<file path="config.mk">
export PLATFORM = sky130hd
export DESIGN_NAME = ps2_host
export DESIGN_NICKNAME = d
export VERILOG_FILES = /design/src/rtl/ps2_host.sv
export SDC_FILE = /design/constraint.sdc
export NUM_CORES = 1
export LEC_CHECK = 0
export CAP_MARGIN = 20
export CORE_ASPECT_RATIO = 0.6
export CORE_MARGIN = 8
export CORE_UTILIZATION = 40
export DETAILED_ROUTE_END_ITERATION = 7
export PLACE_DENSITY = 0.54
export SLEW_MARGIN = 5
export SYNTH_ARGS = -nofsm -noshare
export SYNTH_HDL_FRONTEND = slang
export SYNTH_SLANG_ARGS = --single-unit
</file>
<file path="constraint.sdc">
create_clock -name clk -period 2.55 [get_ports clk]
set_input_delay 0.51 -clock clk [delete_from_list [all_inputs] [get_ports clk]]
set_output_delay 0.51 -clock clk [all_outputs]
set_load 0.05 [all_outputs]
</file>
<file path="src/rtl/ps2_host.sv">
// ps2_host -- PS/2 host port: device-to-host receiver plus host-to-device
// transmitter, one instance per PS/2 connector.
//
// Ports:
//   clk, rst_n                  system clock, async active-low reset
//   ps2_clk_in, ps2_dat_in      PS/2 pad levels (asynchronous)
//   ps2_clk_out, ps2_dat_out    open-drain drive: 0 = pull low, 1 = release
//   dataout, dataout_valid      last good received byte + 1-cycle strobe
//   dataout_error               1-cycle strobe: bad or truncated frame
//   datain, datain_valid        byte to send + request (taken only when idle)
//   tx_busy                     transmitter active
//   tx_done, tx_error           1-cycle strobes: device ACK / NACK or timeout
//
// Optional build macro PS2_AUTO_RESEND_EN: a received frame that fails its
// start/parity/stop check automatically queues a 0xFE (resend) command.
module ps2_host #(
    parameter int CLK_FREQ   = 28000000,
    parameter int CLKWAIT_US = 1,
    parameter int RX_TOUT_US = 150,
    parameter int INHIBIT_US = 120,
    parameter int TX_TOUT_US = 15000
) (
    input  logic       clk,
    input  logic       rst_n,
    input  logic       ps2_clk_in,
    input  logic       ps2_dat_in,
    output logic       ps2_clk_out,
    output logic       ps2_dat_out,
    output logic [7:0] dataout,
    output logic       dataout_valid,
    output logic       dataout_error,
    input  logic [7:0] datain,
    input  logic       datain_valid,
    output logic       tx_busy,
    output logic       tx_done,
    output logic       tx_error
);
    // 64-bit arithmetic: TX_TOUT_US * CLK_FREQ overflows 32 bits.
    localparam longint CLKWAIT_L = longint'(CLKWAIT_US) * longint'(CLK_FREQ) / 64'sd1000000 + 64'sd1;
    localparam longint RX_TOUT_L = longint'(RX_TOUT_US) * longint'(CLK_FREQ) / 64'sd1000000 + 64'sd1;
    localparam longint INHIBIT_L = longint'(INHIBIT_US) * longint'(CLK_FREQ) / 64'sd1000000 + 64'sd1;
    localparam longint TX_TOUT_L = longint'(TX_TOUT_US) * longint'(CLK_FREQ) / 64'sd1000000 + 64'sd1;
    localparam longint MAX_A     = (CLKWAIT_L > RX_TOUT_L) ? CLKWAIT_L : RX_TOUT_L;
    localparam longint MAX_B     = (INHIBIT_L > TX_TOUT_L) ? INHIBIT_L : TX_TOUT_L;
    localparam longint MAX_L     = (MAX_A > MAX_B) ? MAX_A : MAX_B;
    localparam int     TW        = $clog2(MAX_L + 64'sd1);

    localparam logic [TW-1:0] CLKWAIT_TICKS = TW'(CLKWAIT_L);
    localparam logic [TW-1:0] RX_TOUT_TICKS = TW'(RX_TOUT_L);
    localparam logic [TW-1:0] INHIBIT_TICKS = TW'(INHIBIT_L);
    localparam logic [TW-1:0] TX_TOUT_TICKS = TW'(TX_TOUT_L);

    typedef enum logic [2:0] {
        S_IDLE, S_INHIBIT, S_START, S_BITS, S_ACK, S_WAITIDLE
    } tx_state_t;

    tx_state_t state;

    // ------------------------------------------------------------------
    // Pad synchronisers and fall detect
    // ------------------------------------------------------------------
    logic [1:0] clk_sync, dat_sync;
    logic       clk_prev, clk_s, dat_s, clk_fall;

    always_ff @(posedge clk or negedge rst_n) begin
        if (!rst_n) begin
            clk_sync <= 2'b11;
            dat_sync <= 2'b11;
            clk_prev <= 1'b1;
        end else begin
            clk_sync <= {clk_sync[0], ps2_clk_in};
            dat_sync <= {dat_sync[0], ps2_dat_in};
            clk_prev <= clk_s;
        end
    end

    assign clk_s    = clk_sync[1];
    assign dat_s    = dat_sync[1];
    assign clk_fall = clk_prev & ~clk_s;

    // ------------------------------------------------------------------
    // Transmit request arbitration (auto-resend wins over the user)
    // ------------------------------------------------------------------
    logic       chk_err;    // dataout_error caused by the frame check
    logic       auto_req;
    logic       tx_start;
    logic [7:0] tx_src;

`ifdef PS2_AUTO_RESEND_EN
    logic resend_req;
    always_ff @(posedge clk or negedge rst_n) begin
        if (!rst_n) resend_req <= 1'b0;
        else        resend_req <= chk_err;
    end
    assign auto_req = resend_req;
`else
    logic unused_chk_err;
    assign unused_chk_err = chk_err;
    assign auto_req       = 1'b0;
`endif

    assign tx_start = (state == S_IDLE) && (datain_valid || auto_req);
    assign tx_src   = auto_req ? 8'hFE : datain;

    // ------------------------------------------------------------------
    // Receiver
    // ------------------------------------------------------------------
    logic [9:0]    rx_sr;      // start, data[7:0], parity; oldest bit at [0]
    logic [3:0]    bit_cnt;
    logic [TW-1:0] rx_tmr;
    logic          rx_run;

    always_ff @(posedge clk or negedge rst_n) begin
        if (!rst_n) begin
            rx_sr         <= '0;
            bit_cnt       <= '0;
            rx_tmr        <= '0;
            rx_run        <= 1'b0;
            dataout       <= '0;
            dataout_valid <= 1'b0;
            dataout_error <= 1'b0;
            chk_err       <= 1'b0;
        end else begin
            dataout_valid <= 1'b0;
            dataout_error <= 1'b0;
            chk_err       <= 1'b0;
            if (tx_start || tx_busy) begin
                // Transmit owns the bus: drop any partial frame silently.
                bit_cnt <= '0;
                rx_run  <= 1'b0;
            end else if (clk_fall) begin
                rx_tmr <= TW'(1);
                rx_run <= 1'b1;
                if (bit_cnt == 4'd10) begin
                    // 11th fall: stop bit is on the line now.
                    bit_cnt <= '0;
                    rx_run  <= 1'b0;
                    if (!rx_sr[0] && (^rx_sr[9:1]) && dat_s) begin
                        dataout       <= rx_sr[8:1];
                        dataout_valid <= 1'b1;
                    end else begin
                        dataout_error <= 1'b1;
                        chk_err       <= 1'b1;
                    end
                end
            end else if (rx_run) begin
                rx_tmr <= rx_tmr + TW'(1);
                if (rx_tmr == CLKWAIT_TICKS && !clk_s && bit_cnt < 4'd10) begin
                    rx_sr   <= {dat_s, rx_sr[9:1]};
                    bit_cnt <= bit_cnt + 4'd1;
                end
                if (rx_tmr == RX_TOUT_TICKS) begin
                    rx_run <= 1'b0;
                    if (bit_cnt != 4'd0) begin
                        dataout_error <= 1'b1;
                        bit_cnt       <= '0;
                    end
                end
            end
        end
    end

    // ------------------------------------------------------------------
    // Transmitter FSM
    // ------------------------------------------------------------------
    logic [7:0]    tx_byte;
    logic          tx_par;
    logic [3:0]    tx_n;       // device clock falls seen in BITS
    logic          tx_wait;    // fall seen, waiting CLKWAIT before acting
    logic          tx_nack;
    logic [TW-1:0] tx_cnt;
    logic [TW-1:0] tx_tout;

    always_ff @(posedge clk or negedge rst_n) begin
        if (!rst_n) begin
            state       <= S_IDLE;
            ps2_clk_out <= 1'b1;
            ps2_dat_out <= 1'b1;
            tx_busy     <= 1'b0;
            tx_done     <= 1'b0;
            tx_error    <= 1'b0;
            tx_byte     <= '0;
            tx_par      <= 1'b0;
            tx_n        <= '0;
            tx_wait     <= 1'b0;
            tx_nack     <= 1'b0;
            tx_cnt      <= '0;
            tx_tout     <= '0;
        end else begin
            tx_done  <= 1'b0;
            tx_error <= 1'b0;
            if (state == S_BITS || state == S_ACK || state == S_WAITIDLE)
                tx_tout <= tx_tout + TW'(1);

            case (state)
                S_IDLE: begin
                    ps2_clk_out <= 1'b1;
                    ps2_dat_out <= 1'b1;
                    if (tx_start) begin
                        tx_byte     <= tx_src;
                        tx_par      <= ~(^tx_src);
                        tx_nack     <= 1'b0;
                        tx_busy     <= 1'b1;
                        ps2_clk_out <= 1'b0;
                        tx_cnt      <= TW'(1);
                        state       <= S_INHIBIT;
                    end
                end
                S_INHIBIT: begin
                    tx_cnt <= tx_cnt + TW'(1);
                    if (tx_cnt == INHIBIT_TICKS) begin
                        ps2_dat_out <= 1'b0;
                        tx_cnt      <= TW'(1);
                        state       <= S_START;
                    end
                end
                S_START: begin
                    tx_cnt <= tx_cnt + TW'(1);
                    if (tx_cnt == CLKWAIT_TICKS) begin
                        ps2_clk_out <= 1'b1;
                        tx_tout     <= TW'(1);
                        tx_n        <= '0;
                        tx_wait     <= 1'b0;
                        state       <= S_BITS;
                    end
                end
                S_BITS: begin
                    if (clk_fall) begin
                        tx_n    <= tx_n + 4'd1;
                        tx_cnt  <= TW'(1);
                        tx_wait <= 1'b1;
                    end else if (tx_wait) begin
                        tx_cnt <= tx_cnt + TW'(1);
                        if (tx_cnt == CLKWAIT_TICKS) begin
                            tx_wait <= 1'b0;
                            if (tx_n <= 4'd8) begin
                                ps2_dat_out <= tx_byte[3'(tx_n - 4'd1)];
                            end else if (tx_n == 4'd9) begin
                                ps2_dat_out <= tx_par;
                            end else begin
                                ps2_dat_out <= 1'b1;   // stop, line released
                                state       <= S_ACK;
                            end
                        end
                    end
                end
                S_ACK: begin
                    if (clk_fall) begin
                        tx_cnt  <= TW'(1);
                        tx_wait <= 1'b1;
                    end else if (tx_wait) begin
                        tx_cnt <= tx_cnt + TW'(1);
                        if (tx_cnt == CLKWAIT_TICKS) begin
                            tx_wait <= 1'b0;
                            if (dat_s) begin
                                tx_nack  <= 1'b1;
                                tx_error <= 1'b1;
                            end
                            state <= S_WAITIDLE;
                        end
                    end
                end
                S_WAITIDLE: begin
                    if (clk_s && dat_s) begin
                        tx_done <= ~tx_nack;
                        tx_busy <= 1'b0;
                        state   <= S_IDLE;
                    end
                end
                default: state <= S_IDLE;
            endcase

            // Whole-transfer timeout; a NACK already reported stays the
            // only error for this request.
            if ((state == S_BITS || state == S_ACK || state == S_WAITIDLE) &&
                tx_tout == TX_TOUT_TICKS) begin
                tx_error    <= ~tx_nack;
                tx_done     <= 1'b0;
                ps2_clk_out <= 1'b1;
                ps2_dat_out <= 1'b1;
                tx_busy     <= 1'b0;
                state       <= S_IDLE;
            end
        end
    end

endmodule

</file>
==> results.toml, run 1 <==
[global_routing]
grt_max_degree = 52
grt_pass1_wl_um = 21900
grt_use_total = 0.1449
grt_overflow = 0
antenna_found_initial = 0
grt_pass1_vias = 4226

[cells_and_area]
final_cells = 813
fin_util = 0.4706
n_antenna_cell = 0
drive_gt1_frac = 0.1480
fin_nets = 636
multi_input_area_mm2 = 0.002918
fillCellCount = 1371
area.sequential_mm2 = 0.002761
area_delta_synth_final_pct = 16.20

[cts]
cts.htree.levels = 3
cts_resized = 0
clockBufferDepth = 2
clkTransAtPathRegs_ns = 0.08
cts-hold-fix-buffers = 0
cts-root-buf = "clkbuf_16"
cts_setup_buffers = 0
cts_tree = "yes"
cts-buffers-inserted = 9
cts.sinks = 110
clock_latency_ns = 0.36

[floorplan]
coreArea_mm2 = 0.01438
chipWidth_um = 171.8
die_y_um = 109.5
initial_core_util = 0.4050
rows = 34
io_pins = 28
dieArea_mm2 = 0.01880

[setup_path]
cp_num_cells = 8
rrSetupSlack_ns = 0.22
crit_start = "tx_n[0]"
cp-end-kind = "register"
critPathTopFamily = "compound AO/OA/AOI/OAI gates"
critPathArrivalTime_ns = 2.57
slowest_delay_ns = 0.51
cp.required_ns = 2.79
crit_fanout = 9
crit_top_cell = "o21ai_0"
critPathKind = "register to register"
endpoint = "state[0]"
start_kind = "register"
r2r_cells = 8
worstPathCellList = "inv_1, ha_1, nor2_1, o21ai_0, a22oi_1, o2bb2ai_1, o21ai_0, mux2_2"
critPathBufInv = 1
rr_endpoint = "state[0]"
r2r-start = "tx_n[0]"
cp_slowest_cell = "dfrtp_1"

[synth]
synthTopCellsByArea = "dfrtp_1 (44%), xor2_1 (6.0%), mux2_2 (5.6%)"
synth_edf_count = 0
syn-num-nets = 598
post-synth-top-area-fraction = 0.4426
syn_inst = 572
yosysTopAreaCell = "dfrtp_1"
ys_async_sr_fraction = 1.000
syn_area_per_cell_um2 = 10.18
ys_ff_latch = 110
synth.most_common_cell = "dfrtp_1"
synthDistinctLibCells = 59
synth_commonest_cells = "dfrtp_1 (103), nor2_1 (75), xor2_1 (40)"
syn_area_mm2 = 0.005823
synthFlopType = "dfrtp_1"
ys_seq_area_frac = 0.4742
ys_warn_count = 0

[timing]
holdWs_ns = 0.1047
fmaxAchievable_mhz = 428.8
fin_crit_ns = 2.332
fin_skew_ns = 0.01120
fin_crit_sh = 0.9145
fin_setup_tns_ns = 0
rsz0062_at_grt = "false"
tightestPinTransition_ns = 0.6063
slew_headroom = 0.5921
maxSlewViolCount = 0
fin_ws_ns = 0.2181
hold_viol = 0
setup_viol = 0

[placed_design]
place_ws_ns = 0.1201
portBuffers = 27
hpwl_um = 9165
globalplace.congestion = 0.8754
place_inst = 797

[drt]
ant_nets = 0
drcViolationCount = 0
wl_per_cell_um = 15.56
first_iter_violations = 307
wl_um = 12650
avgViaCountPerCell = 5.292
dr.pass1.iters = 5
vias = 4302

[min_path]
hp-class = "input port to async pin"

[pwr]
leakagePower_nw = 2.926
ir_drop_mv = 0.3280
power.density_mw_per_mm2 = 837.8

[job]
max_cap_violations = 0

[status]
status = "complete, no violations"
[worst reg2reg max path, stage by stage (launching register included)]
cell and delay, ns:
dfrtp_1 0.51, inv_1 0.14, ha_1 0.21, nor2_1 0.06
o21ai_0 0.27, a22oi_1 0.12, o2bb2ai_1 0.14, o21ai_0 0.39
mux2_2 0.39
[layout by cell type, fill, tap and decap left out, types with 3 or more instances in the layout]
master,n
a211oi_1,4
a21oi_1,20
a31oi_1,4
and2_1,8
and3_1,18
and3b_1,3
buf_4,22
clkbuf_16,9
clkdlybuf4s50_1,26
dfrtp_1,103
dfstp_2,7
ha_1,13
inv_1,15
mux2_2,29
nand2_1,37
nand2b_1,3
nand3_1,20
nand4_1,24
nor2_1,75
nor2b_1,4
nor3_1,13
nor4_1,9
nor4bb_1,4
o211ai_1,5
o21ai_0,19
o22ai_1,3
or3_1,6
xnor2_1,24
xor2_1,40
[flip-flops by register name, indices dropped and copies added (netlist names), 2 cells and up]
register and flops:
tx_tout 19, rx_tmr 19, rx_sr 10, dataout 8, bit_cnt 4, dat_sync 2
tx_cnt 19, state 3, tx_n 4, tx_byte 8, clk_sync 2
[layer usage]
metal  GRT usage  vias to the layer above  share of wire
li1            -                     2097              -
met1      0.2247                     2093           0.55
met2      0.1979                      102           0.39
met3     0.03442                       10          0.052
met4     0.03123                        0         0.0077
met5           0                        -              0
[how the worst min path moves through the flow]
stage	to	depth (start not counted)
2_1_floorplan	bit_cnt[0]	0
3_3_place_gp	clk_sync[1]	0
3_5_place_dp	dat_sync[1]	0
4_1_cts	dataout[3]	1
5_1_grt	dataout[3]	1
6_report	dataout[3]	1
[logic make-up (layout without fill, tap and decap cells)]
logic type | Yosys count | after routing | share of synthesized area
simple gates | 241 | 241 | 0.2211
xor+xnor | 65 | 65 | 0.1001
fa+ha+maj | 13 | 13 | 0.02793
buf+inv | 37 | 80 | 0.02578
flops | 110 | 110 | 0.4742
mux | 32 | 32 | 0.06553
compound gates | 74 | 74 | 0.08530
[report_power, final]
part / leakage, nW / internal (mW) / switching [mW]
registers: 1.45 / 2.00 / 0.315
clock network: 0.161 / 0.884 / 0.692
logic: 1.31 / 0.778 / 0.998
total: 2.93 / 3.66 / 2.00
[area by class of cell]
cell class                      count  share of cell area
Timing Repair Buffer               49             0.06583
Clock buffer                        9             0.03328
Clock inverter                      7             0.01664
Inverter                           15            0.008321
Tap cell                          198             0.03661
Multi-Input combinational cell    425              0.4312
Sequential cell                   110              0.4081
[per-stage QoR]
stage | total power [mW] | instance area (um2)
after floorplan | 3.550 | 5823
after global placement | 4.077 | 6422
after detailed placement | 4.115 | 6422
after CTS | 5.713 | 6760
after global routing | 6.027 | 6766
final | 5.669 | 6766
Note: power is estimated with default switching activity, not from simulation.
==> run 2: changes to the inputs <==
--- a/config.mk
+++ b/config.mk
@@ -5,7 +5,6 @@
 export SDC_FILE = /design/constraint.sdc
 export NUM_CORES = 1
 export LEC_CHECK = 0
-export CAP_MARGIN = 20
 export CORE_ASPECT_RATIO = 0.6
 export CORE_MARGIN = 8
 export CORE_UTILIZATION = 40
==> results of run 2 <==
No change in the layout: final DEF, timing and power equal those of run 1.
